[src/rtl/seven_segment_decoder.sv]
// Recovers the hex digit from an active-low 7-segment bus once the pattern has been stable for STABLE_CYCLES clocks.
// Optional saturating illegal-pattern counter is enabled by defining SEG_DECODE_ERR_COUNT_EN.
module seven_segment_decoder #(
  parameter int unsigned STABLE_CYCLES = 4
) (
  input  logic       i_clk,
  input  logic       i_rst_n,
  input  logic       i_seg_A,
  input  logic       i_seg_B,
  input  logic       i_seg_C,
  input  logic       i_seg_D,
  input  logic       i_seg_E,
  input  logic       i_seg_F,
  input  logic       i_seg_G,
  output logic [3:0] o_value,
  output logic       o_valid,
  output logic       o_new,
  output logic       o_blank,
  output logic       o_err
`ifdef SEG_DECODE_ERR_COUNT_EN
  ,
  input  logic       i_err_clr,
  output logic [7:0] o_err_count
`endif
);

  localparam int unsigned     CW        = $clog2(STABLE_CYCLES + 1);
  localparam logic [CW-1:0]   LAST      = CW'(STABLE_CYCLES - 1);
  localparam logic [6:0]      SEG_BLANK = '1;

  typedef enum logic {ST_WAIT, ST_LOCKED} state_t;

  state_t        state, state_nxt;
  logic [6:0]    seg_in, r_seg;
  logic [CW-1:0] cnt, cnt_nxt;
  logic          have_prev, have_prev_nxt;
  logic [3:0]    value_nxt;
  logic          valid_nxt, new_nxt, blank_nxt, err_nxt;
  logic          dec_ok;
  logic [3:0]    dec_val;

  assign seg_in = {i_seg_A, i_seg_B, i_seg_C, i_seg_D, i_seg_E, i_seg_F, i_seg_G};

  always_comb begin
    dec_ok  = 1'b1;
    dec_val = '0;
    case (r_seg)
      7'b0000001: dec_val = 4'h0;
      7'b1001111: dec_val = 4'h1;
      7'b0010010: dec_val = 4'h2;
      7'b0000110: dec_val = 4'h3;
      7'b1001100: dec_val = 4'h4;
      7'b0100100: dec_val = 4'h5;
      7'b0100000: dec_val = 4'h6;
      7'b0001111: dec_val = 4'h7;
      7'b0000000: dec_val = 4'h8;
      7'b0001100: dec_val = 4'h9;
      7'b0001000: dec_val = 4'hA;
      7'b1100000: dec_val = 4'hB;
      7'b0110001: dec_val = 4'hC;
      7'b1000010: dec_val = 4'hD;
      7'b0110000: dec_val = 4'hE;
      7'b0111000: dec_val = 4'hF;
      default:    dec_ok  = 1'b0;
    endcase
  end

  // r_seg equals seg_in whenever the lock branch is taken, so decoding the register is equivalent.
  always_comb begin
    state_nxt     = state;
    cnt_nxt       = cnt;
    have_prev_nxt = have_prev;
    value_nxt     = o_value;
    valid_nxt     = o_valid;
    blank_nxt     = o_blank;
    new_nxt       = 1'b0;
    err_nxt       = 1'b0;
    if (seg_in != r_seg) begin
      state_nxt = ST_WAIT;
      cnt_nxt   = '0;
      valid_nxt = 1'b0;
      blank_nxt = 1'b0;
    end else if (state == ST_WAIT) begin
      if (cnt < LAST) begin
        cnt_nxt = cnt + CW'(1);
      end else begin
        state_nxt = ST_LOCKED;
        if (dec_ok) begin
          value_nxt     = dec_val;
          valid_nxt     = 1'b1;
          blank_nxt     = 1'b0;
          new_nxt       = !have_prev || (dec_val != o_value);
          have_prev_nxt = 1'b1;
        end else if (r_seg == SEG_BLANK) begin
          valid_nxt = 1'b0;
          blank_nxt = 1'b1;
        end else begin
          valid_nxt = 1'b0;
          blank_nxt = 1'b0;
          err_nxt   = 1'b1;
        end
      end
    end
  end

  always_ff @(posedge i_clk or negedge i_rst_n) begin
    if (!i_rst_n) begin
      state     <= ST_WAIT;
      r_seg     <= SEG_BLANK;
      cnt       <= '0;
      have_prev <= 1'b0;
      o_value   <= '0;
      o_valid   <= 1'b0;
      o_new     <= 1'b0;
      o_blank   <= 1'b0;
      o_err     <= 1'b0;
    end else begin
      state     <= state_nxt;
      r_seg     <= seg_in;
      cnt       <= cnt_nxt;
      have_prev <= have_prev_nxt;
      o_value   <= value_nxt;
      o_valid   <= valid_nxt;
      o_new     <= new_nxt;
      o_blank   <= blank_nxt;
      o_err     <= err_nxt;
    end
  end

`ifdef SEG_DECODE_ERR_COUNT_EN
  always_ff @(posedge i_clk or negedge i_rst_n) begin
    if (!i_rst_n) begin
      o_err_count <= '0;
    end else if (i_err_clr) begin
      o_err_count <= '0;
    end else if (err_nxt && (o_err_count != '1)) begin
      o_err_count <= o_err_count + 8'd1;
    end
  end
`endif

endmodule

[config.mk]
export PLATFORM = sky130hd
export DESIGN_NAME = seven_segment_decoder
export DESIGN_NICKNAME = d
export VERILOG_FILES = /design/src/rtl/seven_segment_decoder.sv
export SDC_FILE = /design/constraint.sdc
export NUM_CORES = 1
export LEC_CHECK = 0
export BUFFER_PORTS_ARGS = -buffer_cell sky130_fd_sc_hd__buf_2
export CAP_MARGIN = 25
export CELL_PAD_IN_SITES_DETAIL_PLACEMENT = 1
export CELL_PAD_IN_SITES_GLOBAL_PLACEMENT = 2
export CORE_UTILIZATION = 34
export CTS_BUF_LIST = sky130_fd_sc_hd__clkbuf_4
export DETAILED_ROUTE_END_ITERATION = 12
export PLACE_DENSITY_LB_ADDON = 0.1
export SLEW_MARGIN = 20
export SYNTH_ARGS = -nofsm -noshare
export SYNTH_HDL_FRONTEND = slang
export SYNTH_SLANG_ARGS = --single-unit
[constraint.sdc]
create_clock -name i_clk -period 2.2 [get_ports i_clk]
set_clock_uncertainty 0.1 [all_clocks]
set_input_delay 0.44 -clock i_clk [delete_from_list [all_inputs] [get_ports i_clk]]
set_output_delay 0.44 -clock i_clk [all_outputs]
set_load 0.03 [all_outputs]
======== Yosys cells after proc, flatten, opt, wreduce, memory -nomap -nowiden ========
Index checks and enable logic that the tools add are counted.
cells by class
  $add $sub $neg .......................... 1
  magnitude comparators ................... 1
  equality and inequality tests ........... 20
  multiplexer cells ....................... 26
  bitwise gates (word level) .............. 3
  reduce and logical (&&, ||, !) cells .... 8
operator list
  kind                   number
  $pmux W4 S15           1
  $eq A7 B6 Y1 const B   5
  $eq A7 B7 Y1 const B   5
  $mux W1                22
  $eq A7 B4 Y1 const B   3
  $reduce_or A16 Y1      1
  $mux W3                3
  $eq A7 B1 Y1 const B   1
  $eq A7 B3 Y1 const B   1
  $eq A7 B5 Y1 const B   1
  $logic_not A7 Y1       1
  $ne A7 B7 Y1           1
  $ne A4 B4 Y1           1
  $reduce_and A2 Y1      2
  $reduce_and A4 Y1      1
  $add A3 B1 Y3 const B  1
  $lt A3 B2 Y1 const B   1
  $not A1 Y1             3
  $ne A2 B1 Y1 const B   1
  $ne A2 B2 Y1 const B   1
  $reduce_bool A2 Y1     1
  $logic_not A1 Y1       1
  $logic_or A1 B1 Y1     1
word-level totals
  flip-flop bits (word level) ............. 20
  bits of input ports ..................... 9
  output and inout bits ................... 8
  logic and storage cells ................. 68

======== Depth between registers and ports, before layout ========
Gate-level depths: netlist (run 1).
  depth after elaboration ................. 8
  gate-level depth with buffers ........... 8
  depth with buffers taken out ............ 6

======== Least setup slack after synthesis (run 1) ========
No wires, ideal clock.
  kind .................................... register -> register
  from .................................... register r_seg[2]
  to ...................................... register o_value[1]
  library setup time ...................... 0.125 ns
  arrival ................................. 1.932 ns
  data required time ...................... 1.975 ns
  setup slack ............................. 0.043 ns
  stages on the path, launching flop included .. 9
  buffers on the path ..................... 2
  period minus slack after synthesis ...... 2.157 ns
  cells stage by stage .................... dfstp_2 > buf_2 > buf_2 > xor2_1 > nor3_1 > a211oi_2 > nand4_2 > nand2_4 > mux2_4
on the way
  longest elaborated chain between the ends .. 4
  elaborated cells on any way between the ends .. 22
  those cells by class .................... 16 x eq/ne; 2 x mux; 1 x bitwise; 3 x reduce/logical
RTL lines
  element                                     line  text
  start, declared                             34    logic [6:0] seg_in, r_seg;
  start signal, assigned                      119   r_seg <= seg_in;
  $eq A7 B6 Y1, or another cell as far along  47    case (r_seg)
  $reduce_or A16 Y1 (no source line)          -
  $mux W1                                     47
  $reduce_and A4 Y1 (no source line)          -
  end signal, assigned                        122   o_value <= value_nxt;
  end, declared                               15    output logic [3:0] o_value,
Parallel ways exist; a longest one is shown, timed or not.
A chain may end at the register's enable or synchronous reset.

======== Worst setup path after layout (run 1) ========
  from .................................... register r_seg[5]
  to ...................................... register o_value[2]
Same word-level chain as after synthesis.

==> flow_summary_export.csv, run 1 <==
group,metric,value,unit
status,status,"finished, final reports clean",
die,initial_core_util,37.0,%
min_path,hold_path_class,"input port to flop",
clock_network,cts_buffers,3,
setup_path,cp.arrival,2260,ps
setup_path,crit_fanout,10,
timing,setup-violations-final,0,
synth,synthArstFlopShare,100,%
drt,ant_nets,0,
synth,synth_cells,124,
drt,drt_iter0_drc,17,
synth,synth_area,1280,µm²
synth,syn_area_per_cell,10.3,µm²
final_layout,drive_gt1_share,46.0,%
drt,viasPerCell,5.28,
power,ir_worst_vdd,0.000274,V
timing,hold_violations,0,
clock_network,cts_tree,"built",
placed_design,place_ws,-19.9,ps
clock_network,root_buffer,"clkbuf_4",
clock_network,clk_pin_slew,120,ps
setup_path,critPathMaxStageDelay,650,ps
global_routing,first_global_vias,1112,
setup_path,r2r.worst_path.cells,6,
setup_path,cpLargestDelayFamily,"simple AND/OR/NAND/NOR gates",
setup_path,crit_type,"flop to flop",
clock_network,clock_sinks,20,
timing,slew_violations,0,
final_layout,final-seq-area,509,µm²
drt,drt_pre_antenna_iters,4,
timing,fmax,0.464,GHz
setup_path,worstPathRequired,2300,ps
die,coreArea,3470,µm²
final_layout,nNetsFinal,174,
timing,tightest_slew,501,ps
timing,final.setup.worst_slack,44.7,ps
power,p_leak,0.000743,µW
timing,slew_headroom,66.2,%
final_layout,multi_input_area,792,µm²
synth,synth-seq-cells,20,
setup_path,crit_path_cell_trace,"nor4bb_1, o31ai_4, buf_4, nand4_2, nand2_4, mux2_4",
global_routing,grt_remaining_overflow,0,
min_path,min_path_cells,1,
min_path,hold_start,"i_seg_E",
drt,wirelength,3260,µm
drt,wl_per_cell,15.6,µm
power,power.density,422,nW/µm²
setup_path,worstSetupEndpointType,"flop",
final_layout,fillers,423,
die,die_x,63.4,µm
placed_design,io_buffers,16,
die,ios,17,
die,fp-row-count,21,
final_layout,areaGrowthSynthToFinish,31.0,%
min_path,hold_end,"r_seg[2]$_DFF_PN1_",
setup_path,start_kind,"flop",
synth,synth-warning-count,0,
final_layout,diodes,0,
drt,num_vias,1103,
clock_network,clk_latency,300,ps
synth,synth_edf_count,0,
setup_path,cpMaxStageDelayCell,"dfstp_2",
drt,drcViolationCount,0,
timing,period_needed,2160,ps
die,die_y,63.4,µm
placed_design,place_congestion,0.785,
global_routing,antenna_found_initial,0,
placed_design,post-dp-hpwl,2230,µm
global_routing,grt_max_degree,21,
run,maxCapViolCount,0,
final_layout,design_area,1680,µm²
global_routing,track_usage,17.0,%
placed_design,placed_cell_area,1470,µm²
synth,syn-num-nets,134,
setup_path,rr_startpoint,"r_seg[5]$_DFF_PN1_",
setup_path,rrSetupSlack,40,ps
timing,rsz0062_at_grt,"yes",
clock_network,cts_max_level,1,
timing,final.period_utilization,98.0,%
clock_network,cts.path.max_buffers,2,
synth,synthDistinctLibCells,40,
final_layout,final_common_cell,"buf_4",
synth,synthFlopType,"dfrtp_1",
global_routing,grt_pass1_wl,5340,µm
power,p_total,709,µW
setup_path,cp_num_buf_inv,1,
die,dieArea,4020,µm²
final_layout,final_cell_mix,"buf_4, buf_2, dfrtp_1",
synth,seq_area_frac_synth,39.7,%
setup_path,r2r_end,"o_value[2]$_DFFE_PN0P_",
[cell families (layout without fill, tap and decap cells)]
logic type                 count (synthesis)  after routing  share of synthesized area (%)
and+or+nand+nor                           52             52                           27.2
muxes                                      7              7                           6.73
buffers and inverters                     10             49                           4.19
DFF                                       20             20                           39.7
AOI/OAI and AO/OA                         20             20                           11.6
xor gates and xnor gates                  14             14                           9.56
adders and majority gates                  1              1                          0.975
[through the flow]
step | hold WS, ps | utilization [%] | setup TNS [ps] | cells
2_1_floorplan | 44.4 | - | 0 | 124
3_3_place_gp | 301 | 42.4 | 0 | 191
3_5_place_dp | 315 | 42.4 | -53.5 | 191
4_1_cts | 144 | 44.3 | 0 | 200
5_1_grt | 135 | 48.4 | -150 | 209
6_report | 154 | 48.4 | 0 | 209
[where the power goes]
group	total, µW	switching (µW)	leakage, µW	internal (µW)
registers	395	15.1	0.000255	380
logic	137	69.0	0.000472	67.8
clock network	177	111	0.0000154	66.0
total	709	195	0.000743	514
[layout make-up]
cell class,instances,area share (%)
Multi-Input combinational cell,94,47.1
Sequential cell,20,30.3
Timing Repair Buffer,43,17.1
Tap cell,46,3.43
Clock buffer,3,1.34
Inverter,2,0.447
Clock inverter,1,0.223
[per-layer routing]
layer,share of wire [%],track usage [%]
met1,45,22.5
met2,52,27.5
met3,1.9,3.26
met4,0.74,5.97
met5,0,0
[state kept, by name, summed over array words and instances (netlist names)]
signal	cells
o_new	1
o_blank	1
o_err	1
state	1
have_prev	1
o_value	4
o_valid	1
r_seg	7
cnt	3
[repair_timing]
item,CTS,global route
resized for setup,0,17
hold buffers,1,0
pin swaps,0,4
buffers inserted,4,9
setup endpoints to repair,4,7
hold endpoints to repair,13,0
[worst max path at each step]
stage / from / endpoint / slack, ps / depth (start not counted)
global placement: r_seg[2]$_DFF_PN1_ / o_value[3]$_DFFE_PN0P_ / 20 / 6
global route: r_seg[6]$_DFF_PN1_ / o_new$_DFF_PN0_ / -40 / 7
detailed placement: r_seg[2]$_DFF_PN1_ / o_value[2]$_DFFE_PN0P_ / -20 / 6
finish: r_seg[5]$_DFF_PN1_ / o_value[2]$_DFFE_PN0P_ / 40 / 6
floorplan: r_seg[2]$_DFF_PN1_ / o_value[1]$_DFFE_PN0P_ / 40 / 8
CTS: r_seg[0]$_DFF_PN1_ / o_value[2]$_DFFE_PN0P_ / 20 / 6
[cells in the mapped netlist, drive strengths merged, types with 2 or more instances]
cell    count  area share, %
nand2       6            2.3
nand3b      2            1.2
nor4        3            2.0
nand4       2            2.0
xor2        8            5.5
a31oi       3            1.5
mux2i       3            2.3
nand2b      5            2.4
a22o        2            1.4
or4b        2            1.6
inv         2           0.59
buf         8            3.6
nor4bb      2            1.6
nor2       10            2.9
or3         3            1.5
o22ai       2           0.98
nor3        8            4.0
dfstp       7             14
o31ai       3            2.8
nor4b       4            3.2
o21ai       2           0.78
xnor2       6            4.1
mux2        4            4.4
a21oi       5            2.0
nand3       2           0.78
dfrtp      13             25
Note: power is estimated with default switching activity, not from simulation.
==> run 2, diff against run 1 <==
--- a/config.mk
+++ b/config.mk
@@ -9,6 +9,7 @@
 export CAP_MARGIN = 25
 export CELL_PAD_IN_SITES_DETAIL_PLACEMENT = 1
 export CELL_PAD_IN_SITES_GLOBAL_PLACEMENT = 2
+export CORE_ASPECT_RATIO = 0.9
 export CORE_UTILIZATION = 34
 export CTS_BUF_LIST = sky130_fd_sc_hd__clkbuf_4
 export DETAILED_ROUTE_END_ITERATION = 12
==> run 2 against run 1 <==
Net effect:
- the run now ends with negative setup slack left
- clock power is 8% higher
- flip-flop and latch count unchanged
- cell area down 3.2%
- global-route usage is 0.98 points higher
==> flow_summary_export.csv, run 2 (synthesis results as in run 1) <==
group,metric,value,unit
final_layout,largest_reg_flops,7,
drt,wl_per_cell,15.7,µm
setup_path,cp.arrival,2290,ps
drt,drt_iter0_drc,15,
drt,wirelength,3190,µm
timing,hold_violations,0,
timing,setup-violations-final,1,
timing,tightest_slew,463,ps
timing,slew_headroom,69.1,%
final_layout,final_common_cell,"buf_4",
clock_network,cts.path.max_buffers,2,
min_path,hold_path_class,"input port to flop",
power,swShare,26.2,%
global_routing,grt_remaining_overflow,0,
global_routing,grt_pass1_wl,5310,µm
setup_path,r2r_end,"o_new$_DFF_PN0_",
timing,rsz0062_at_grt,"yes",
die,die_x,66.7,µm
final_layout,drive_gt1_share,42.8,%
final_layout,final_cell_mix,"buf_4, buf_2, dfrtp_1",
timing,slew_violations,0,
clock_network,clk_latency,300,ps
placed_design,post-dp-hpwl,2360,µm
final_layout,fillers,409,
clock_network,clock_sinks,20,
placed_design,io_buffers,16,
clock_network,clk_pin_slew,120,ps
run,maxCapViolCount,0,
clock_network,root_buffer,"clkbuf_4",
placed_design,dp.cells,188,
clock_network,cts_buffers,3,
power,power.density,439,nW/µm²
final_layout,areaGrowthSynthToFinish,26.8,%
die,initial_core_util,36.9,%
power,power_frac_seq,55.4,%
status,violations,"negative setup slack",
drt,viasPerCell,5.20,
drt,num_vias,1055,
min_path,min_path_cells,1,
setup_path,rr_startpoint,"r_seg[6]$_DFF_PN1_",
die,fp-row-count,20,
setup_path,worstSetupEndpointType,"flop",
drt,drt_pre_antenna_iters,4,
die,dieArea,4020,µm²
power,ir_worst_vdd,0.000326,V
final_layout,diodes,0,
clock_network,cts_max_level,1,
timing,fmax,0.452,GHz
timing,final.setup.worst_slack,-12.1,ps
setup_path,start_kind,"flop",
final_layout,finalCoreUtilization,46.8,%
clock_network,cts_tree,"built",
timing,final.period_utilization,101,%
global_routing,track_usage,18.0,%
global_routing,first_global_vias,1137,
die,ios,17,
setup_path,crit_fanout,6,
global_routing,grt_max_degree,21,
die,die_y,60.3,µm
min_path,hold_end,"r_seg[2]$_DFF_PN1_",
power,p_total,714,µW
final_layout,reg.largest.list,"r_seg x7, o_value x4, cnt x3",
status,status,"finished, violations left",
power,switching_power,187,µW
power,power.share.clock,26.9,%
final_layout,regMostFlops,"r_seg",
drt,drcViolationCount,0,
global_routing,antenna_found_initial,0,
power,p_leak,0.000720,µW
setup_path,worstPathRequired,2280,ps
power,comb_power_share,17.7,%
final_layout,final_cell_count_no_fill,203,
placed_design,place_congestion,0.807,
power,p_int,527,µW
final_layout,nNetsFinal,170,
timing,period_needed,2210,ps
setup_path,crit_type,"flop to flop",
setup_path,rrSetupSlack,-10,ps
die,coreArea,3480,µm²
drt,ant_nets,0,
min_path,hold_start,"i_seg_E",
setup_path,r2r.worst_path.cells,6,
## run 2: metrics by stage
stage               hold WS, ps  TNS (ps)  setup slack [ps]  area [µm²]
finish                      155     -12.1             -12.1        1630
global route                134      -175             -93.5        1630
CTS                         144         0              1.95        1580
detailed placement          314     -89.8             -89.8        1470
global placement            300     -54.3             -54.3        1470
floorplan                  44.4         0              43.1        1280
## run 2: per-layer routing
layer	global-route usage (%)	up-vias	wire length (µm)
met4	1.82	0	18
li1	-	519	-
met3	4.01	2	77
met2	35.9	17	1710
met1	19.9	517	1380
met5	0	-	0
## run 2: worst max-delay path by stage
stage / startpoint / endpoint / slack [ps] / cells past startpoint
after global placement: r_seg[6]$_DFF_PN1_ / o_new$_DFF_PN0_ / -50 / 6
after detailed placement: r_seg[6]$_DFF_PN1_ / o_new$_DFF_PN0_ / -90 / 6
after floorplan: r_seg[2]$_DFF_PN1_ / o_value[1]$_DFFE_PN0P_ / 40 / 8
after CTS: r_seg[2]$_DFF_PN1_ / o_new$_DFF_PN0_ / 2 / 7
after global routing: r_seg[6]$_DFF_PN1_ / o_new$_DFF_PN0_ / -90 / 6
final: r_seg[6]$_DFF_PN1_ / o_new$_DFF_PN0_ / -10 / 6
## run 2: power groups by stage
stage	sequential (µW)	clock, µW	combinational, µW
3_3_place_gp	405	0	102
3_5_place_dp	406	0	104
4_1_cts	395	200	121
5_1_grt	398	217	138
2_1_floorplan	391	0	74.1
6_report	396	192	126
## run 2: cell type report
cell class	count	area, µm²	share of cell area, %
Clock buffer	4	30.0	1.85
Multi-Input combinational cell	94	753	46.3
Timing Repair Buffer	39	272	16.7
Inverter	2	7.51	0.462
Sequential cell	20	509	31.3
Tap cell	44	55.1	3.38
## run 2: worst max-delay path, stage by stage, from the launching register on
cell,delay [ps]
dfstp_2,600
and3b_2,240
o31ai_4,270
or4b_4,500
nor2_1,110
a22o_1,180
a41oi_2,100
## run 2: timing repair
item,4_1_cts,5_1_grt
hold endpoints to repair,13,0
hold buffers,1,0
gates resized for setup,1,7
setup buffers,8,2
setup endpoints to repair,1,7
pin swaps,0,5
==> run 3, diff against run 2 <==
--- a/config.mk
+++ b/config.mk
@@ -11,7 +11,7 @@
 export CELL_PAD_IN_SITES_GLOBAL_PLACEMENT = 2
 export CORE_ASPECT_RATIO = 0.9
 export CORE_UTILIZATION = 34
-export CTS_BUF_LIST = sky130_fd_sc_hd__clkbuf_4
+export CTS_BUF_LIST = sky130_fd_sc_hd__clkbuf_8
 export DETAILED_ROUTE_END_ITERATION = 12
 export PLACE_DENSITY_LB_ADDON = 0.1
 export SLEW_MARGIN = 20
==> run 3 against run 2 <==
Net effect:
- the run still ends with negative setup slack left
- clock-buffer cell count fell by 1
- highest routed layer unchanged
- cell area rose by 0.54%
- flip-flop and latch count did not move
- die area did not move
- sequential share of layout area fell by 0.17 points
- critical path depth did not move
- routed wire length rose by 2.0%
==> flow_summary_export.csv, run 3 (synthesis results as in run 1) <==
group,metric,value,unit
drt,drt_iter0_drc,11,
drt,wl_per_cell,16.0,µm
final_layout,fillers,413,
global_routing,grt_remaining_overflow,0,
placed_design,io_buffers,16,
clock_network,cts_max_level,1,
setup_path,r2r.worst_path.cells,6,
final_layout,final_cell_mix,"buf_4, buf_2, dfrtp_1",
die,coreArea,3480,µm²
setup_path,crit_type,"flop to flop",
placed_design,post-dp-hpwl,2360,µm
clock_network,clock_sinks,20,
global_routing,antenna_found_initial,0,
die,ios,17,
final_layout,areaGrowthSynthToFinish,27.5,%
clock_network,cts_tree,"built",
final_layout,drive_gt1_share,42.8,%
timing,setup-violations-final,1,
drt,drt_pre_antenna_iters,4,
clock_network,root_buffer,"clkbuf_8",
setup_path,cp.arrival,2230,ps
timing,whs,21.1,ps
timing,hold_violations,0,
power,ir_worst_vdd,0.000420,V
global_routing,first_global_vias,1144,
timing,final.setup.worst_slack,-6.89,ps
setup_path,worstSetupEndpointType,"flop",
final_layout,final_common_cell,"buf_4",
setup_path,crit_fanout,6,
global_routing,track_usage,17.9,%
status,violations,"negative setup slack",
die,fp-row-count,20,
final_layout,diodes,0,
power,power.density,465,nW/µm²
drt,drcViolationCount,0,
drt,ant_nets,0,
status,status,"finished, violations left",
clock_network,clk_pin_slew,80,ps
power,p_leak,0.000728,µW
die,initial_core_util,36.9,%
timing,slew_headroom,69.7,%
global_routing,grt_pass1_wl,5280,µm
setup_path,worstPathRequired,2230,ps
timing,period_needed,2210,ps
clock_network,cts_buffers,3,
setup_path,r2r_end,"o_new$_DFF_PN0_",
setup_path,start_kind,"flop",
timing,tightest_slew,454,ps
setup_path,rr_startpoint,"r_seg[6]$_DFF_PN1_",
min_path,hold_path_class,"input port to async pin",
die,die_x,66.7,µm
die,dieArea,4020,µm²
global_routing,grt_max_degree,21,
final_layout,largest_reg_flops,7,
run,maxCapViolCount,0,
timing,fmax,0.453,GHz
clock_network,clk_latency,250,ps
final_layout,reg.largest.list,"r_seg x7, o_value x4, cnt x3",
timing,final.period_utilization,100,%
drt,num_vias,1085,
drt,viasPerCell,5.34,
power,p_total,760,µW
placed_design,place_ws,-89.8,ps
die,die_y,60.3,µm
timing,slew_violations,0,
timing,rsz0062_at_grt,"yes",
clock_network,hold_buffers,0,
setup_path,rrSetupSlack,-7,ps
drt,wirelength,3250,µm
final_layout,nNetsFinal,170,
clock_network,cts.path.max_buffers,2,
final_layout,regMostFlops,"r_seg",
placed_design,place_congestion,0.807,
==> run 3: per-stage QoR <==
step	instance area [µm²]	instances	util, %	TNS [ps]
2_1_floorplan	1280	124	-	0
3_5_place_dp	1470	188	42.4	-89.8
6_report	1640	203	47.0	-6.89
5_1_grt	1640	203	47.0	-167
4_1_cts	1570	199	45.2	0
3_3_place_gp	1470	188	42.4	-54.3
==> run 3: area by class of cell <==
type                    count  area [µm²]  share of cell area (%)
clock buffers               3        41.3                    2.52
clock inverters             1        3.75                   0.230
inverters                   2        7.51                   0.459
multi-input cells          94         753                    46.1
flip-flops and latches     20         509                    31.1
well taps                  44        55.1                    3.37
repair buffers             39         265                    16.2
==> run 3: worst max path at each step <==
stage	from	end	slack [ps]
floorplan	r_seg[2]$_DFF_PN1_	o_value[1]$_DFFE_PN0P_	40
global placement	r_seg[6]$_DFF_PN1_	o_new$_DFF_PN0_	-50
detailed placement	r_seg[6]$_DFF_PN1_	o_new$_DFF_PN0_	-90
CTS	r_seg[2]$_DFF_PN1_	o_new$_DFF_PN0_	6
global route	r_seg[6]$_DFF_PN1_	o_new$_DFF_PN0_	-90
finish	r_seg[6]$_DFF_PN1_	o_new$_DFF_PN0_	-7
==> run 3: where the power goes <==
part / switching, µW / internal (µW) / total (µW)
Combinational: 63.7 / 62.7 / 126
Sequential: 14.7 / 380 / 395
Clock: 115 / 124 / 239
Total: 194 / 567 / 760
==> run 3: worst max-delay path, cell delays in order (launching register included) <==
cell and delay [ps]:
dfstp_2 580, and3b_2 240, o31ai_4 260, or4b_4 500
nor2_1 110, a22o_1 180, a41oi_2 100
==> run 3: timing repair <==
item,4_1_cts,5_1_grt
pin swaps,0,5
setup endpoints to repair,1,7
setup buffers,7,4
gates resized for setup,0,7
==> run 3: metal layers <==
layer / track usage (%) / wire length [µm] / vias to the layer above / part of all wire (%)
met2: 35.5 / 1760 / 17 / 54
met4: 1.82 / 18 / 0 / 0.55
met5: 0 / 0 / - / 0
li1: - / - / 522 / -
met3: 4.01 / 87 / 2 / 2.7
met1: 19.7 / 1380 / 544 / 42
